File: config.mk
export PLATFORM = sky130hd
export DESIGN_NAME = serial_logic_unit
export DESIGN_NICKNAME = d
export VERILOG_FILES = /design/src/rtl/serial_logic_unit.sv
export SDC_FILE = /design/constraint.sdc
export NUM_CORES = 1
export LEC_CHECK = 0
export CAP_MARGIN = 10
export CELL_PAD_IN_SITES_DETAIL_PLACEMENT = 0
export CELL_PAD_IN_SITES_GLOBAL_PLACEMENT = 1
export CORE_UTILIZATION = 39
export DETAILED_ROUTE_END_ITERATION = 7
export PLACE_DENSITY = 0.81
export SYNTH_ARGS = -nofsm -noshare
export SYNTH_HDL_FRONTEND = slang
export SYNTH_SLANG_ARGS = --single-unit
File: constraint.sdc
create_clock -name clk -period 1.9 [get_ports clk]
set_input_delay 0.19 -clock clk [delete_from_list [all_inputs] [get_ports clk]]
set_output_delay 0.19 -clock clk [all_outputs]
set_load 0.03 [all_outputs]
File: src/rtl/serial_logic_unit.sv
// Bit-serial logic unit: evaluates OR/AND/XOR/NOT-x on a WIDTH-bit operand pair
// one bit per clock, LSB first, behind valid/ready handshakes on both sides.
module serial_logic_unit #(
  parameter int WIDTH = 8,
  parameter int CNT_W = 3
) (
  input  logic             clk,
  input  logic             rst_n,
  input  logic             in_valid,
  output logic             in_ready,
  input  logic [WIDTH-1:0] x,
  input  logic [WIDTH-1:0] y,
  input  logic             sel1,
  input  logic             sel0,
  output logic             out_valid,
  input  logic             out_ready,
  output logic [WIDTH-1:0] f,
  output logic             busy
);

  typedef enum logic [1:0] {IDLE, SHIFT, DONE} state_t;
  typedef enum logic [1:0] {OP_OR = 2'b00, OP_AND = 2'b01, OP_XOR = 2'b10, OP_NOT = 2'b11} op_t;

  state_t           state, state_nxt;
  op_t              op_q;
  logic [WIDTH-1:0] x_sh, y_sh, r_sh, r_nxt;
  logic [CNT_W-1:0] cnt;
  logic             bit_res;
  logic             last_bit;

  // NOTE: every signal written in always_comb gets a default first, so no path
  // leaves it unassigned and no latch is inferred.
  always_comb begin
    bit_res = 1'b0;
    unique case (op_q)
      OP_OR:  bit_res = x_sh[0] | y_sh[0];
      OP_AND: bit_res = x_sh[0] & y_sh[0];
      OP_XOR: bit_res = x_sh[0] ^ y_sh[0];
      OP_NOT: bit_res = ~x_sh[0];
      default: bit_res = 1'b0;
    endcase
  end

  assign r_nxt    = {bit_res, r_sh[WIDTH-1:1]};
  assign last_bit = (cnt == CNT_W'(WIDTH - 1));

  always_comb begin
    state_nxt = state;
    unique case (state)
      IDLE:    if (in_valid)  state_nxt = SHIFT;
      SHIFT:   if (last_bit)  state_nxt = DONE;
      DONE:    if (out_ready) state_nxt = IDLE;
      default: state_nxt = IDLE;
    endcase
  end

  // NOTE: sequential state uses non-blocking assignments so every register
  // samples the pre-edge values of the others, independent of statement order.
  always_ff @(posedge clk or negedge rst_n) begin
    if (!rst_n) state <= IDLE;
    else        state <= state_nxt;
  end

  always_ff @(posedge clk or negedge rst_n) begin
    if (!rst_n) begin
      x_sh <= '0;
      y_sh <= '0;
      r_sh <= '0;
      cnt  <= '0;
      op_q <= OP_OR;
      f    <= '0;
    end else begin
      unique case (state)
        IDLE: begin
          // Operands and opcode are sampled only here; later input changes are ignored.
          if (in_valid) begin
            x_sh <= x;
            y_sh <= y;
            r_sh <= '0;
            op_q <= op_t'({sel1, sel0});
            cnt  <= '0;
          end
        end
        SHIFT: begin
          x_sh <= x_sh >> 1;
          y_sh <= y_sh >> 1;
          r_sh <= r_nxt;
          cnt  <= cnt + CNT_W'(1);
          if (last_bit) f <= r_nxt;
        end
        default: ;
      endcase
    end
  end

  assign in_ready  = (state == IDLE);
  assign out_valid = (state == DONE);
  assign busy      = (state != IDLE);

endmodule

==> impl_metrics.py, run 1 <==
metrics = {
    "cells_and_area": {
        "fillCellCount": 363,
        "utilization_pct": 53.0,
        "syn2layout_area_growth_pct": 27.4,
        "instances_no_fill": 240,
        "multi_input_area_um2": 664,
        "n_antenna_cell": 0,
        "drive_above_1_share_pct": 14.2,
        "nNetsFinal": 215,
        "layout_common_cells": "nand2_1, dfrtp_1, clkdlybuf4s50_1",
        "register_area_um2": 951,
    },
    "synth": {
        "syn_inst": 155,
        "yosys-top-cells-area": "dfrtp_1, nand2_1, mux2i_1",
        "ys_types": 22,
        "synth-seq-cells": 38,
        "yosys.area.top_type": "dfrtp_1",
        "yosys_warnings": 0,
        "syn-num-nets": 181,
        "synthDominantCellAreaShare_pct": 56.0,
        "syn-cell-area_um2": 1700,
        "seq_area_frac_synth_pct": 56.0,
        "syn_area_per_cell_um2": 11.0,
    },
    "sta": {
        "slew_headroom_pct": 44.4,
        "fin_skew_ns": 0.00519,
        "setup_slack_ns": 0.0770,
        "holdWs_ns": -0.00400,
        "hold_viol": 14,
        "fin_tns_setup_ns": 0,
        "clock.fmax_ghz": 0.549,
        "fin_crit_ns": 1.82,
        "finalCritPeriodShare_pct": 95.9,
        "tightest_slew_ns": 0.834,
        "finalSetupViolCount": 0,
        "rsz0062_at_grt": "false",
        "final-max-slew-violation-count": 0,
    },
    "setup_path": {
        "r2r_cells": 4,
        "critPathBufInv": 2,
        "crit_path_max_incr_delay_ns": 0.66,
        "rrSetupSlack_ns": 0.36,
        "path_class": "reg2out",
        "endpoint_kind": "output port",
        "cp_data_required_time_ns": 1.71,
        "cp_slowest_cell": "clkdlybuf4s50_1",
        "start_kind": "flop",
        "cp_data_arrival_time_ns": 1.63,
        "r2r-start": "cnt[0]",
        "crit_fanout": 7,
        "crit_chain": "nand2b_1 > inv_1 > clkdlybuf4s50_1",
        "r2r_end": "f[5]",
        "cp_top_family": "buffers and inverters",
    },
    "detailed_routing": {
        "ant_nets": 0,
        "routed_wl_mm": 3.11,
        "via_per_inst": 4.95,
        "wire_per_inst_um": 13.0,
        "vias": 1187,
        "drtPass1Iterations": 4,
        "drtIter0Drc": 80,
        "drc_errors": 0,
    },
    "clock_network": {
        "cts_num_sinks": 38,
        "clkTransAtPathRegs_ns": 0.08,
        "clk_latency_ns": 0.29,
        "cts-root-buf": "clkbuf_8",
        "cts_setup_buffers": 0,
        "cts-buffers-inserted": 5,
        "clock_path_buffers": 2,
        "cts.htree.levels": 2,
        "tritoncts": "built",
    },
    "power": {
        "peakVddDrop_v": 0.000605,
        "p_per_area_nw_per_um2": 1540,
        "power.leakage_nw": 0.941,
    },
    "grt": {
        "grt_pass1_wl_mm": 5.21,
        "grt_max_degree": 39,
        "grt_pass1_vias": 1184,
        "antenna_found_initial": 0,
        "overflow": 0,
        "grt_use_total_pct": 15.6,
    },
    "floorplan": {
        "io_pins": 33,
        "dieWidth_um": 68.0,
        "rows": 23,
        "coreArea_um2": 4090,
        "die_h_um": 68.0,
        "die_area_um2": 4620,
        "initial_utilization_pct": 41.6,
    },
    "placed_design": {
        "port_buffers": 32,
        "dp_slack_ns": 0.231,
        "place_congestion": 0.735,
        "dp_hpwl_mm": 2.21,
        "placed_cells": 232,
    },
    "status": {
        "status": "finished with violations",
        "violations": "negative hold slack",
    },
    "job": {
        "maxCapViolCount": 0,
    },
    "worst_hold_path": {
        "hold_path.class": "in2async",
    },
}
==> metal layers <==
layer | part of all wire, % | routed length, µm | global-route usage (%)
met1 | 44 | 1380 | 18.3
met2 | 50 | 1560 | 26.6
met3 | 4.9 | 153 | 6.00
met4 | 0.45 | 14 | 4.17
met5 | 0 | 0 | 0
==> per-stage QoR <==
stage                     instance area, µm²  power, mW  hold WS [ns]
after global routing                    2160       3.58        0.0654
after global placement                  2050       2.60         0.329
after detailed placement                2050       2.69         0.343
final                                   2160       3.33      -0.00400
after CTS                               2160       3.37        0.0245
after floorplan                         1700       2.27        -0.106
==> synth_stat cells <==
cell type and n:
clkbuf_2 1, mux2i_1 13, o21ai_0 13, nand2_1 38
or2_2 1, buf_6 2, nand3b_2 1, ha_1 4
nor2_1 1, dfrtp_1 38, buf_2 5, o21ai_1 12
nor3b_4 1, o311ai_1 2, buf_4 1, mux4_2 1
o22ai_1 1, nor2b_1 1, nand2b_1 2, mux2_2 9
nand3b_1 1, inv_1 7
==> where the power goes <==
group | total [mW] | internal (mW) | switching [mW] | leakage (nW)
combinational | 1.31 | 0.583 | 0.724 | 0.397
sequential | 1.34 | 1.14 | 0.200 | 0.494
clock | 0.685 | 0.390 | 0.295 | 0.0504
total | 3.33 | 2.11 | 1.22 | 0.941
==> layout make-up <==
class	instances	area share [%]
clock buffers	5	3.18
repair buffers	36	16.0
clock inverters	3	2.08
flip-flops and latches	38	43.9
inverters	7	1.21
well taps	50	2.89
multi-input cells	101	30.7
==> kinds of logic (layout without fill, tap and decap cells) <==
kind of cell / count (synthesis) / in the layout / synth area share [%]
buf+inv: 16 / 51 / 5.08
fa+ha+maj: 4 / 4 / 2.95
flops: 38 / 38 / 56.0
simple gates: 46 / 46 / 12.3
compound gates: 28 / 28 / 8.76
mux: 23 / 23 / 14.9
==> state kept, by name, indices dropped and copies added, names as in the netlist <==
name / cells
state: 2
y_sh: 8
op_q: 2
x_sh: 8
r_sh: 7
f: 8
cnt: 3
==> worst register-to-register path: cells and delay by family (launching register included) <==
| kind | cells | cell delay [ns] |
|---|---|---|
| adder cells (fa/ha/maj) | 2 | 0.41 |
| flip-flops | 1 | 0.41 |
| multiplexers | 1 | 0.37 |
| AND/OR/NAND/NOR | 1 | 0.24 |
==> worst max path at each step <==
| stage | startpoint | to | slack [ns] | depth (start not counted) |
|---|---|---|---|---|
| after floorplan | cnt[0] | f[0] | 0.50 | 4 |
| after global placement | state[1] | in_ready | 0.27 | 3 |
| after CTS | state[1] | busy | 0.02 | 2 |
| final | state[1] | out_valid | 0.08 | 3 |
| after global routing | state[1] | out_valid | 0.03 | 3 |
| after detailed placement | in_valid | y_sh[6] | 0.23 | 5 |
==> repair_timing <==
action / in CTS / in global routing
endpoints found under the setup margin: 1 / 1
hold buffers: 0 / 0
pin swaps: 0 / 0
gates resized for setup: 1 / 1
Power figures use the tool's default switching activity.
==> run 2: changes to the inputs <==
--- a/config.mk
+++ b/config.mk
@@ -8,9 +8,10 @@
 export CAP_MARGIN = 10
 export CELL_PAD_IN_SITES_DETAIL_PLACEMENT = 0
 export CELL_PAD_IN_SITES_GLOBAL_PLACEMENT = 1
-export CORE_UTILIZATION = 39
+export CORE_UTILIZATION = 41
+export CTS_BUF_LIST = sky130_fd_sc_hd__clkbuf_2
 export DETAILED_ROUTE_END_ITERATION = 7
-export PLACE_DENSITY = 0.81
+export PLACE_DENSITY = 0.85
 export SYNTH_ARGS = -nofsm -noshare
 export SYNTH_HDL_FRONTEND = slang
 export SYNTH_SLANG_ARGS = --single-unit
==> run 2 against run 1 <==
  * Hold slack better by 0.32 ns
  * Flip-flop and latch count stayed put
  * Clock power down 27%
  * The flow now finishes without violations
  * Largest power group unchanged
==> impl_metrics.py, run 2 (synthesis gave the netlist of run 1 again) <==
metrics = {
    "setup_path": {
        "endpoint_kind": "output port",
        "cp_slowest_cell": "dfrtp_1",
        "critPathBufInv": 1,
        "crit_fanout": 7,
        "path_class": "reg2out",
        "crit_chain": "or2_2 > dlygate4sd2_1",
        "start_kind": "flop",
        "rrSetupSlack_ns": 0.36,
        "cp_data_arrival_time_ns": 1.60,
        "cp_data_required_time_ns": 1.71,
        "crit_path_max_incr_delay_ns": 0.52,
        "cp_top_family": "flip-flops",
    },
    "grt": {
        "overflow": 0,
        "grt_max_degree": 39,
        "grt_pass1_vias": 1242,
        "grt_pass1_wl_mm": 5.43,
        "antenna_found_initial": 0,
        "grt_use_total_pct": 16.6,
    },
    "detailed_routing": {
        "ant_nets": 0,
        "routed_wl_mm": 3.04,
        "drtPass1Iterations": 4,
        "drtIter0Drc": 65,
        "drc_errors": 0,
        "via_per_inst": 4.90,
        "vias": 1170,
        "wire_per_inst_um": 12.7,
    },
    "clock_network": {
        "cts.htree.levels": 2,
        "clk_latency_ns": 0.40,
        "cts_setup_buffers": 0,
        "tritoncts": "built",
        "clock_path_buffers": 2,
        "clkTransAtPathRegs_ns": 0.22,
        "cts-root-buf": "clkbuf_2",
        "cts_num_sinks": 38,
        "cts-buffers-inserted": 5,
    },
    "power": {
        "seqPwrFrac_pct": 42.7,
        "peakVddDrop_v": 0.000564,
        "p_comb_share_pct": 41.3,
        "p_per_area_nw_per_um2": 1470,
        "power.leakage_nw": 0.922,
        "swShare_pct": 38.4,
        "p_switching_mw": 1.20,
        "clockPowerShare_pct": 16.0,
        "intPower_mw": 1.92,
    },
    "floorplan": {
        "rows": 23,
        "coreArea_um2": 4000,
        "die_h_um": 66.4,
        "initial_utilization_pct": 42.5,
        "die_area_um2": 4410,
        "io_pins": 33,
        "dieWidth_um": 66.4,
    },
    "sta": {
        "finalCritPeriodShare_pct": 94.1,
        "hold_viol": 0,
        "clock.fmax_ghz": 0.559,
        "fin_crit_ns": 1.79,
        "finalSetupViolCount": 0,
        "tightest_slew_ns": 0.821,
        "final-max-slew-violation-count": 0,
        "fin_tns_setup_ns": 0,
        "fin_skew_ns": 0.0252,
        "rsz0062_at_grt": "false",
        "slew_headroom_pct": 45.3,
    },
    "worst_hold_path": {
        "hold_path.class": "in2reg",
    },
    "cells_and_area": {
        "drive_above_1_share_pct": 13.8,
        "fillCellCount": 344,
        "layout_common_cells": "nand2_1, dfrtp_1, clkdlybuf4s50_1",
        "top_regs": "f: 8 flops, x_sh: 8 flops, y_sh: 8 flops",
        "syn2layout_area_growth_pct": 24.7,
        "n_antenna_cell": 0,
        "fin_area_um2": 2120,
        "nNetsFinal": 214,
    },
    "placed_design": {
        "place_congestion": 0.713,
        "port_buffers": 32,
        "dp_hpwl_mm": 2.06,
        "placed_area_um2": 2050,
    },
    "status": {
        "status": "finished clean",
    },
    "job": {
        "maxCapViolCount": 0,
    },
}
-- run 2: worst paths after layout --
path | from | cells after the start | end
setup / recovery | state[0] | 2 | busy
hold / removal | y[7] | 3 | y_sh[7]
setup reg to reg | cnt[0] | 4 | f[2]
hold reg to reg | y_sh[6] | 2 | y_sh[5]
max in group asynchronous | rst_n | 2 | x_sh[6]
min in group asynchronous | rst_n | 2 | r_sh[7]
-- run 2: what timing repair did --
action / CTS / global route
resized for setup: 4 / 1
hold endpoints to repair: 38 / 0
gates cloned: 0 / 0
hold buffers: 1 / 0
endpoints found under the setup margin: 3 / 1
-- run 2: worst min-delay path, delay by kind of cell --
kind	cells	cell delay, ns
AOI/OAI and AO/OA	1	0.07
and+or+nand+nor	1	0.06
buffers and inverters	1	0.40
-- run 2: cell type report --
| class | instances | area [µm²] | share of cell area, % |
|---|---|---|---|
| timing repair buffer | 35 | 345 | 16.3 |
| tap | 50 | 62.6 | 2.95 |
| multi-input combinational | 101 | 664 | 31.3 |
| sequential | 38 | 951 | 44.9 |
| inverter | 7 | 26.3 | 1.24 |
| clock inverter | 3 | 45.0 | 2.13 |
| clock buffer | 5 | 25.0 | 1.18 |
-- run 2: metrics by stage --
| step | worst slack [ns] | util, % | hold WS (ns) | power, mW | std cells |
|---|---|---|---|---|---|
| 3_3_place_gp | 0.236 | 51.2 | 0.330 | 2.60 | 230 |
| 4_1_cts | 0.0230 | 53.1 | 0.309 | 3.17 | 239 |
| 2_1_floorplan | 0.497 | - | -0.106 | 2.27 | 155 |
| 6_report | 0.112 | 53.0 | 0.311 | 3.12 | 239 |
| 3_5_place_dp | 0.199 | 51.2 | 0.332 | 2.67 | 230 |
| 5_1_grt | 0.0229 | 53.0 | 0.315 | 3.37 | 239 |
-- run 2: power groups by stage --
stage	Clock (mW)	Sequential, mW	Combinational (mW)
after floorplan	0	1.43	0.835
after CTS	0.517	1.34	1.32
after global routing	0.552	1.38	1.44
after detailed placement	0	1.36	1.31
final	0.500	1.34	1.29
after global placement	0	1.34	1.26
-- run 2: metal layers --
metal,track usage [%],vias to the layer above,wire (µm)
met1,19.4,547,1390
met2,29.0,34,1460
met4,7.18,0,53
met3,3.79,7,137
met5,0,-,0
li1,-,582,-
